==> src/rtl/cell_chain_sequencer_if.sv <==
// -----------------------------------------------------------------------------
// cell_chain_sequencer_if
// Bundles the request/result handshake and the shared cell-slot signals of the
// bit-serial cell chain sequencer.
//   start, a, b, k_init, z_init      : operation request (driver -> sequencer)
//   busy, done, res_x, res_y, res_z  : status and results (sequencer -> driver)
//   cell_sel, cell_x..cell_l         : cell slot inputs (sequencer -> cell)
//   cell_sx, cell_sy, cell_sk, cell_sz : cell slot outputs (cell -> sequencer)
// Modports: slave = sequencer side, master = driver/cell side.
// -----------------------------------------------------------------------------
interface cell_chain_sequencer_if #(
  parameter int WIDTH = 8
);
  logic             start;
  logic [WIDTH-1:0] a;
  logic [WIDTH-1:0] b;
  logic             k_init;
  logic             z_init;
  logic [1:0]       cell_sel;
  logic             cell_x;
  logic             cell_y;
  logic             cell_k;
  logic             cell_z;
  logic             cell_w;
  logic             cell_l;
  logic             cell_sx;
  logic             cell_sy;
  logic             cell_sk;
  logic             cell_sz;
  logic             busy;
  logic             done;
  logic [WIDTH-1:0] res_x;
  logic [WIDTH-1:0] res_y;
  logic             res_z;

  modport slave (
    input  start, a, b, k_init, z_init,
    input  cell_sx, cell_sy, cell_sk, cell_sz,
    output cell_sel, cell_x, cell_y, cell_k, cell_z, cell_w, cell_l,
    output busy, done, res_x, res_y, res_z
  );

  modport master (
    output start, a, b, k_init, z_init,
    output cell_sx, cell_sy, cell_sk, cell_sz,
    input  cell_sel, cell_x, cell_y, cell_k, cell_z, cell_w, cell_l,
    input  busy, done, res_x, res_y, res_z
  );
endinterface

==> src/rtl/cell_chain_sequencer.sv <==
// -----------------------------------------------------------------------------
// cell_chain_sequencer
// Time-multiplexes one iterative-array cell slot over a WIDTH-bit operand pair,
// LSB first: one initial cell (CI), WIDTH-2 typical cells (CT), one final cell
// (CF). The cell's chain outputs SK/SZ are registered and presented back as the
// next stage's W/L inputs, replacing the combinational CI-CT..CT-CF ripple.
// Ports:
//   clk    : system clock, all state on the rising edge
//   rst_n  : synchronous reset, active low (wins over start, aborts a run)
//   bus    : cell_chain_sequencer_if.slave (request, cell slot, results)
// -----------------------------------------------------------------------------
module cell_chain_sequencer #(
  parameter int WIDTH = 8
) (
  input  logic                   clk,
  input  logic                   rst_n,
  cell_chain_sequencer_if.slave  bus
);

  localparam int IW = (WIDTH > 1) ? $clog2(WIDTH) : 1;

  localparam logic [2:0] S_IDLE  = 3'd0;
  localparam logic [2:0] S_FIRST = 3'd1;
  localparam logic [2:0] S_MID   = 3'd2;
  localparam logic [2:0] S_LAST  = 3'd3;
  localparam logic [2:0] S_DONE  = 3'd4;

  localparam logic [IW-1:0] IDX_MID_END = IW'(WIDTH - 2);
  localparam logic [IW-1:0] IDX_LAST    = IW'(WIDTH - 1);

  logic [2:0]       r_state;
  logic [IW-1:0]    r_idx;
  logic [WIDTH-1:0] r_a;
  logic [WIDTH-1:0] r_b;
  logic             r_k_init;
  logic             r_z_init;
  logic             r_k_q;
  logic             r_z_q;
  logic [WIDTH-1:0] r_res_x;
  logic [WIDTH-1:0] r_res_y;
  logic             r_res_z;
  logic             w_accept;

  // A new request is only taken when no evaluation is in flight.
  assign w_accept = bus.start && ((r_state == S_IDLE) || (r_state == S_DONE));

  // Sequencer state, operand latches, chain registers and result collection.
  always_ff @(posedge clk) begin
    if (!rst_n) begin
      r_state  <= S_IDLE;
      r_idx    <= '0;
      r_a      <= '0;
      r_b      <= '0;
      r_k_init <= 1'b0;
      r_z_init <= 1'b0;
      r_k_q    <= 1'b0;
      r_z_q    <= 1'b0;
      r_res_x  <= '0;
      r_res_y  <= '0;
      r_res_z  <= 1'b0;
    end else begin
      case (r_state)
        S_IDLE, S_DONE: begin
          if (w_accept) begin
            r_state  <= S_FIRST;
            r_idx    <= '0;
            r_a      <= bus.a;
            r_b      <= bus.b;
            r_k_init <= bus.k_init;
            r_z_init <= bus.z_init;
            r_res_x  <= '0;
            r_res_y  <= '0;
          end else begin
            r_state <= S_IDLE;
          end
        end
        S_FIRST, S_MID: begin
          // Stage idx evaluates this cycle; its chain outputs feed stage idx+1.
          r_k_q          <= bus.cell_sk;
          r_z_q          <= bus.cell_sz;
          r_res_x[r_idx] <= bus.cell_sx;
          r_res_y[r_idx] <= bus.cell_sy;
          if ((r_state == S_MID) && (r_idx == IDX_MID_END)) begin
            r_state <= S_LAST;
            r_idx   <= IDX_LAST;
          end else begin
            r_state <= S_MID;
            r_idx   <= r_idx + IW'(1);
          end
        end
        S_LAST: begin
          // Final cell only contributes SZ; res_x/res_y MSB stays 0.
          r_res_z <= bus.cell_sz;
          r_state <= S_DONE;
        end
        default: begin
          r_state <= S_IDLE;
          r_idx   <= '0;
        end
      endcase
    end
  end

  // Moore decode of the cell slot inputs from state and bit index.
  always_comb begin
    bus.cell_sel = 2'd3;
    bus.cell_x   = 1'b0;
    bus.cell_y   = 1'b0;
    bus.cell_k   = 1'b0;
    bus.cell_z   = 1'b0;
    bus.cell_w   = 1'b0;
    bus.cell_l   = 1'b0;
    case (r_state)
      S_FIRST: begin
        bus.cell_sel = 2'd0;
        bus.cell_x   = r_a[0];
        bus.cell_y   = r_b[0];
        bus.cell_k   = r_k_init;
        bus.cell_z   = r_z_init;
      end
      S_MID: begin
        bus.cell_sel = 2'd1;
        bus.cell_x   = r_a[r_idx];
        bus.cell_y   = r_b[r_idx];
        bus.cell_w   = r_k_q;
        bus.cell_l   = r_z_q;
      end
      S_LAST: begin
        bus.cell_sel = 2'd2;
        bus.cell_x   = r_a[WIDTH-1];
        bus.cell_y   = r_b[WIDTH-1];
        bus.cell_w   = r_k_q;
        bus.cell_l   = r_z_q;
      end
      default: begin
        bus.cell_sel = 2'd3;
      end
    endcase
  end

  assign bus.busy  = (r_state == S_FIRST) || (r_state == S_MID) || (r_state == S_LAST);
  assign bus.done  = (r_state == S_DONE);
  assign bus.res_x = r_res_x;
  assign bus.res_y = r_res_y;
  assign bus.res_z = r_res_z;

endmodule

==> src/flat_wrapper.sv <==
// flat-port wrapper written by rule: the top's interface ports become plain ports
module cell_chain_sequencer_flat 
#(
  parameter int WIDTH = 8
)
  (clk, rst_n, bus_start, bus_a, bus_b, bus_k_init, bus_z_init, bus_cell_sx, bus_cell_sy, bus_cell_sk, bus_cell_sz, bus_cell_sel, bus_cell_x, bus_cell_y, bus_cell_k, bus_cell_z, bus_cell_w, bus_cell_l, bus_busy, bus_done, bus_res_x, bus_res_y, bus_res_z);
  cell_chain_sequencer_if #(.WIDTH(WIDTH)) bus_i ();
  input  logic clk;
  input  logic rst_n;
  input wire logic [$bits(bus_i.start)-1:0] bus_start;
  input wire logic [$bits(bus_i.a)-1:0] bus_a;
  input wire logic [$bits(bus_i.b)-1:0] bus_b;
  input wire logic [$bits(bus_i.k_init)-1:0] bus_k_init;
  input wire logic [$bits(bus_i.z_init)-1:0] bus_z_init;
  input wire logic [$bits(bus_i.cell_sx)-1:0] bus_cell_sx;
  input wire logic [$bits(bus_i.cell_sy)-1:0] bus_cell_sy;
  input wire logic [$bits(bus_i.cell_sk)-1:0] bus_cell_sk;
  input wire logic [$bits(bus_i.cell_sz)-1:0] bus_cell_sz;
  output wire logic [$bits(bus_i.cell_sel)-1:0] bus_cell_sel;
  output wire logic [$bits(bus_i.cell_x)-1:0] bus_cell_x;
  output wire logic [$bits(bus_i.cell_y)-1:0] bus_cell_y;
  output wire logic [$bits(bus_i.cell_k)-1:0] bus_cell_k;
  output wire logic [$bits(bus_i.cell_z)-1:0] bus_cell_z;
  output wire logic [$bits(bus_i.cell_w)-1:0] bus_cell_w;
  output wire logic [$bits(bus_i.cell_l)-1:0] bus_cell_l;
  output wire logic [$bits(bus_i.busy)-1:0] bus_busy;
  output wire logic [$bits(bus_i.done)-1:0] bus_done;
  output wire logic [$bits(bus_i.res_x)-1:0] bus_res_x;
  output wire logic [$bits(bus_i.res_y)-1:0] bus_res_y;
  output wire logic [$bits(bus_i.res_z)-1:0] bus_res_z;
  assign bus_i.start = bus_start;
  assign bus_i.a = bus_a;
  assign bus_i.b = bus_b;
  assign bus_i.k_init = bus_k_init;
  assign bus_i.z_init = bus_z_init;
  assign bus_i.cell_sx = bus_cell_sx;
  assign bus_i.cell_sy = bus_cell_sy;
  assign bus_i.cell_sk = bus_cell_sk;
  assign bus_i.cell_sz = bus_cell_sz;
  assign bus_cell_sel = bus_i.cell_sel;
  assign bus_cell_x = bus_i.cell_x;
  assign bus_cell_y = bus_i.cell_y;
  assign bus_cell_k = bus_i.cell_k;
  assign bus_cell_z = bus_i.cell_z;
  assign bus_cell_w = bus_i.cell_w;
  assign bus_cell_l = bus_i.cell_l;
  assign bus_busy = bus_i.busy;
  assign bus_done = bus_i.done;
  assign bus_res_x = bus_i.res_x;
  assign bus_res_y = bus_i.res_y;
  assign bus_res_z = bus_i.res_z;
  cell_chain_sequencer #(.WIDTH(WIDTH)) u_core (.clk(clk), .rst_n(rst_n), .bus(bus_i));
endmodule
==> config.mk <==
export PLATFORM = sky130hd
export DESIGN_NAME = cell_chain_sequencer_flat
export DESIGN_NICKNAME = d
export VERILOG_FILES = /design/src/rtl/cell_chain_sequencer_if.sv /design/src/rtl/cell_chain_sequencer.sv /design/src/flat_wrapper.sv
export SDC_FILE = /design/constraint.sdc
export NUM_CORES = 1
export LEC_CHECK = 0
export CORE_MARGIN = 1
export CORE_UTILIZATION = 30
export DETAILED_ROUTE_END_ITERATION = 6
export PLACE_DENSITY = 0.52
export SYNTH_ARGS = -nofsm -noshare
export SYNTH_HDL_FRONTEND = slang
export SYNTH_SLANG_ARGS = --single-unit
export TNS_END_PERCENT = 100
==> constraint.sdc <==
create_clock -name clk -period 1.4 [get_ports clk]
set_input_delay 0.28 -clock clk [delete_from_list [all_inputs] [get_ports clk]]
set_output_delay 0.28 -clock clk [all_outputs]
set_load 0.05 [all_outputs]
==> results of run 1 <==
synthesized netlist by cell type (all sizes together), types with 2 or more instances:
master | count | area [µm²]
nor2b | 4 | 25.0
mux2i | 6 | 60.1
nor2 | 6 | 22.5
ha | 2 | 25.0
nand2b | 5 | 31.3
nand4 | 8 | 80.1
nand3 | 9 | 45.0
a21boi | 20 | 150
o22ai | 17 | 106
clkbuf | 6 | 22.5
inv | 9 | 33.8
a21oi | 11 | 55.1
o221ai | 3 | 26.3
and3 | 3 | 18.8
nand2 | 61 | 229
dfxtp | 43 | 861
o21ai | 3 | 15.0
and2 | 6 | 37.5
buf | 11 | 86.3
through the flow:
step | power, mW | hold WS [ns] | cell area [µm²] | TNS [ns]
after floorplan | 1.83 | 0.415 | 2110 | -0.571
after global placement | 2.17 | 0.446 | 3150 | -5.23
after detailed placement | 2.18 | 0.456 | 3150 | -5.31
after CTS | 3.48 | 0.462 | 3690 | -4.64
after global routing | 3.80 | 0.476 | 4020 | -8.06
final | 3.64 | 0.460 | 4020 | -5.29
report_power, final:
| part | total (mW) | internal (mW) | switching, mW |
|---|---|---|---|
| Sequential | 1.34 | 1.28 | 0.0524 |
| Combinational | 1.30 | 0.688 | 0.607 |
| Clock | 1.01 | 0.541 | 0.466 |
| Total | 3.64 | 2.51 | 1.13 |
logic make-up (layout without fill, tap and decap cells):
family                   after synthesis  count (layout)  synth area share
multiplexers                           7               7            0.0403
XOR/XNOR                               1               1           0.00428
AO/OA/AOI/OAI                         58              58             0.195
flip-flops                            43              43             0.420
buffers and inverters                 26             127            0.0696
AND/OR/NAND/NOR                      107             107             0.258
adder cells (fa/ha/maj)                2               2            0.0122
worst register-to-register path: cells and delay by family (launching register included):
kind	cells	cell delay, ns
compound gates	3	0.42
buf+inv	4	0.56
flops	1	0.38
simple gates	1	0.13
metal layers:
| metal | vias up | global-route usage | part of all wire |
|---|---|---|---|
| met1 | 1003 | 0.219 | 0.45 |
| met2 | 42 | 0.310 | 0.51 |
| met4 | 0 | 0.0478 | 0.0065 |
| met3 | 4 | 0.0334 | 0.035 |
| li1 | 1043 | - | - |
| met5 | - | 0 | 0 |
sequential cells by signal, summed over array words and instances (netlist names):
signal and cells:
u_core.r_k_init 1, u_core.r_k_q 1, u_core.bus.res_x 8, u_core.r_idx 3
u_core.r_state 3, u_core.bus.res_z 1, u_core.r_b 8, u_core.r_z_q 1
u_core.r_z_init 1, u_core.bus.res_y 8, u_core.r_a 8
cell usage in the layout, fill, tap and decap left out, drive strengths merged, types with 2 or more instances in the layout:
cell,instances
buf,85
nand2,61
dfxtp,43
clkdlybuf4s50,24
a21boi,20
o22ai,17
a21oi,11
nand3,9
inv,9
nand4,8
mux2i,6
and2,6
clkbuf,6
nor2,6
nand2b,5
nor2b,4
o221ai,3
and3,3
o21ai,3
ha,2
area by class of cell:
class | count | area (µm²)
timing repair buffer | 110 | 1430
multi-input combinational | 175 | 1460
tap | 77 | 96.3
fill | 549 | 2440
inverter | 9 | 40.0
clock buffer | 5 | 68.8
sequential | 43 | 877
clock inverter | 3 | 47.5
worst max-delay path by stage:
stage                                       end                          from  cells after the start  slack, ns
6_report                             bus_cell_x  u_core.r_idx[0]$_SDFFE_PN0P_                      5      -0.56
5_1_grt                              bus_cell_x  u_core.r_idx[0]$_SDFFE_PN0P_                      5      -0.62
4_1_cts                              bus_cell_x  u_core.r_idx[0]$_SDFFE_PN0P_                      5      -0.57
3_5_place_dp                         bus_cell_x  u_core.r_idx[0]$_SDFFE_PN0P_                      5      -0.23
3_3_place_gp   u_core.bus.res_y[0]$_SDFFE_PN0P_                     bus_start                      5      -0.21
2_1_floorplan                        bus_cell_x  u_core.r_idx[0]$_SDFFE_PN0P_                      5      -0.22
repair_timing:
item	CTS	global route
cloned	2	1
gates resized for setup	75	66
pin swaps	22	42
setup buffers	16	13
endpoints found under the setup margin	29	49
==> results.cfg, run 1 <==
[place]
port-buffer-count = 51
preCtsSetupSlack_ns = -0.232
dp_cells = 386
dp_hpwl_um = 4010
gp_congestion = 0.741

[hold_path]
holdPathEnd = u_core.r_b[4]$_SDFFE_PN0P_
worstHoldStart = u_core.r_b[4]$_SDFFE_PN0P_
hold_path_depth = 2
worstHoldPathType = flip-flop to flip-flop

[drt]
drt-initial-drc-count = 52
ant_nets = 0
vias = 2092
first_pass_iters = 6
wire_per_inst_um = 14.8
drc = 0
viasPerCell = 4.96
wl_um = 6270

[sta]
clock_skew_ns = 0.0104
rsz0062_at_grt = true
setup_viol = 44
period_share = 1.40
timing.fmax_ghz = 0.510
hold_violations = 0
slew_viol_final = 0
setup_ws_ns = -0.559
slew_headroom = 0.816
min_period_ns = 1.96
worstMarginPinSlew_ns = 0.268

[cells_and_area]
post-route-util = 0.622
layout.nets = 371
syn_to_final_growth_pct = 96.1
num_antenna_cells = 0
finalNonFillerCells = 422
drive_gt1_frac = 0.493

[critical_path]
critPathKind = flip-flop to output pin
crit_chain = nand2b_4 -> mux4_2 -> nand4_1 -> o2bb2ai_4 -> buf_12
endpoint_kind = output pin
r2r-end = u_core.bus.res_y[3]$_SDFFE_PN0P_
path_delay_family = multiplexers
worst_ep_required_time_ns = 1.12
crit_path_max_incr_delay_ns = 0.45
r2r_cells = 8
r2r_slack_ns = -0.15
cp_max_fo = 6
path_buf_inv = 1
timing.rr.start = u_core.r_state[1]$_SDFF_PN0_
cp_data_arrival_time_ns = 1.68
critPathSlowestCell = mux4_2
start_kind = flip-flop

[grt]
grt_pass1_wl_um = 9850
grt_pass1_vias = 2021
grt_max_degree = 24
antenna_found_initial = 0
grt-ovfl-total = 0
grt_usage = 0.176

[cts]
clk_pin_slew_worst_paths_ns = 0.10
clock_sinks = 43
clock_latency_ns = 0.30
cts_made_buffers = 5
cts_hold_buffers = 0
cts_buffer_depth = 2
htree_levels = 2
root_buffer = clkbuf_8
cts_tree = built

[synth]
netlist_area_mm2 = 0.00205
synth_seq_cells = 43
async_flop_share = 0
synth.yosys.warnings = 0
synth_seq_area_share = 0.420
synth-edff-count = 0
synth_cells = 244
ys_types = 36
ys.flop_type = dfxtp_1
syn_nets = 271
syn_avg_cell_area_um2 = 8.39

[floorplan]
initial_core_util = 0.317
die_x_um = 84.6
io_pins = 52
core_area_mm2 = 0.00646
die-area_mm2 = 0.00716
rows = 29
die_y_um = 84.6

[outcome]
violations = negative setup slack
outcome = finished with violations

[power]
ir_drop_uv = 534
power.density_mw_per_mm2 = 906
p_leak_nw = 1.53

[run]
maxCapViolations = 0
Power figures use the tool's default switching activity.
==> run 2: changes to the inputs <==
- CTS_CLUSTER_SIZE: not set -> 25
==> results of run 2 <==
Final layout, timing and power as in run 1 (identical DEF).
==> run 3: changes to the inputs <==
- CORE_ASPECT_RATIO: not set -> 0.5
- PLACE_DENSITY: 0.52 -> 0.5
- clock period: 1.4 -> 2.45 ns (I/O delays scaled with it)
==> results.cfg, run 3 (synthesis gave the netlist of run 1 again) <==
[cts]
postCtsSetupBuffers = 0
clk_pin_slew_worst_paths_ns = 0.06
cts_resized = 0
root_buffer = clkbuf_16
clock_sinks = 43
cts_hold_buffers = 0
htree_levels = 2
cts_made_buffers = 5
cts_buffer_depth = 2
cts_tree = built
clock_latency_ns = 0.28

[drt]
first_pass_iters = 4
met2WireLength_um = 2110
wl_met3_um = 193
vias = 1852
wire_per_inst_um = 13.4
top_layer = met4
viasPerCell = 4.85
wl_um = 5130
drt-initial-drc-count = 73
ant_nets = 0
drc = 0
m1WireLength_um = 2800

[critical_path]
crit_chain = nand2b_1 -> clkdlybuf4s50_1
timing.rr.start = u_core.r_state[1]$_SDFF_PN0_
crit_start = u_core.r_state[2]$_SDFF_PN0_
worst_ep_required_time_ns = 1.96
critPathSlowestCell = clkdlybuf4s50_1
cp_max_fo = 8
crit_path_max_incr_delay_ns = 0.83
critPathKind = flip-flop to output pin
endpoint_kind = output pin
path_buf_inv = 1
path_delay_family = buffers and inverters
start_kind = flip-flop
cp_data_arrival_time_ns = 1.79

[grt]
grt-ovfl-total = 0
antenna_found_initial = 0
grt_usage = 0.149
grt_max_degree = 48
grt_pass1_wl_um = 8360
grt_pass1_vias = 1701

[sta]
worstMarginPinSlew_ns = 0.636
fin_setup_tns_ns = 0
rsz0062_at_grt = false
period_share = 0.933
setup_viol = 0
hold_violations = 0
clock_skew_ns = 0.00318
min_period_ns = 2.28
setup_ws_ns = 0.165
slew_headroom = 0.575
timing.fmax_ghz = 0.438
slew_viol_final = 0

[floorplan]
io_pins = 52
initial_core_util = 0.324
die_y_um = 60.4
rows = 20
die_x_um = 119
core_area_mm2 = 0.00633
die-area_mm2 = 0.00718

[place]
port-buffer-count = 51
preCtsSetupSlack_ns = 0.341
gp_congestion = 0.737
dp_hpwl_um = 3800
dp_cells = 374

[power]
pwr-share-comb = 0.199
switching_power_mw = 0.497
p_leak_nw = 1.01
seqPwrFrac = 0.423
switching_share = 0.274
p_int_mw = 1.32
p_clk_frac = 0.378
ir_drop_uv = 306
power.density_mw_per_mm2 = 643

[cells_and_area]
final_common_cell = nand2_1
layout.nets = 320
num_antenna_cells = 0
syn_to_final_growth_pct = 37.6
drive_gt1_frac = 0.105
finalNonFillerCells = 382
final_cell_mix = 61 x nand2_1, 42 x clkdlybuf4s50_1, 42 x dfxtp_1

[outcome]
outcome = finished clean

[hold_path]
worstHoldPathType = flip-flop to flip-flop
worstHoldStart = u_core.bus.res_y[6]$_SDFFE_PN0P_

[run]
maxCapViolations = 0
## run 3: cell count changes in the layout (fill, tap and decap cells not counted), moves of 11 or more
cell / delta
a21boi_0: +18
buf_4: -19
clkdlybuf4s50_1: +18
buf_12: -27
buf_6: -18
nand2_1: +16
a21oi_1: +11
## run 3: layer usage
layer  vias up  track usage
met1       878        0.219
met5         -            0
li1        941            -
met4         0       0.0271
met2        31        0.221
met3         2       0.0376
## run 3: tightest hold or removal path, cell delays in order (launching register included)
cell and delay [ns]:
dfxtp_1 0.31, nand2_1 0.05, o22ai_1 0.05
## run 3: layout make-up
class                      instances  area [µm²]
inverter                           9        33.8
clock buffer                       8         156
multi-input combinational        175        1040
timing repair buffer              59         611
fill                             636        3510
tap                               88         110
sequential                        43         862
## run 3: metrics by stage
step            util  hold slack [ns]  power [mW]  cell area, µm²
2_1_floorplan      -            0.435        1.03            2050
3_3_place_gp   0.420            0.452        1.13            2660
3_5_place_dp   0.420            0.450        1.14            2660
4_1_cts        0.445            0.458        1.83            2820
5_1_grt        0.445            0.485        1.91            2820
6_report       0.445            0.455        1.81            2820
## run 3: power groups by stage
stage | clock network, mW | logic, mW | registers, mW
after floorplan | 0 | 0.247 | 0.780
after global placement | 0 | 0.354 | 0.780
after detailed placement | 0 | 0.361 | 0.781
after CTS | 0.699 | 0.363 | 0.766
after global routing | 0.738 | 0.395 | 0.772
final | 0.686 | 0.360 | 0.766
## run 3: worst paths after layout
check	to	slack, ns	depth (start not counted)
setup / recovery	bus_cell_sel[0]	0.17	2
hold / removal	u_core.bus.res_y[6]$_SDFFE_PN0P_	0.45	2
setup reg to reg	u_core.bus.res_y[1]$_SDFFE_PN0P_	0.73	5
hold reg to reg	u_core.bus.res_y[6]$_SDFFE_PN0P_	0.45	2
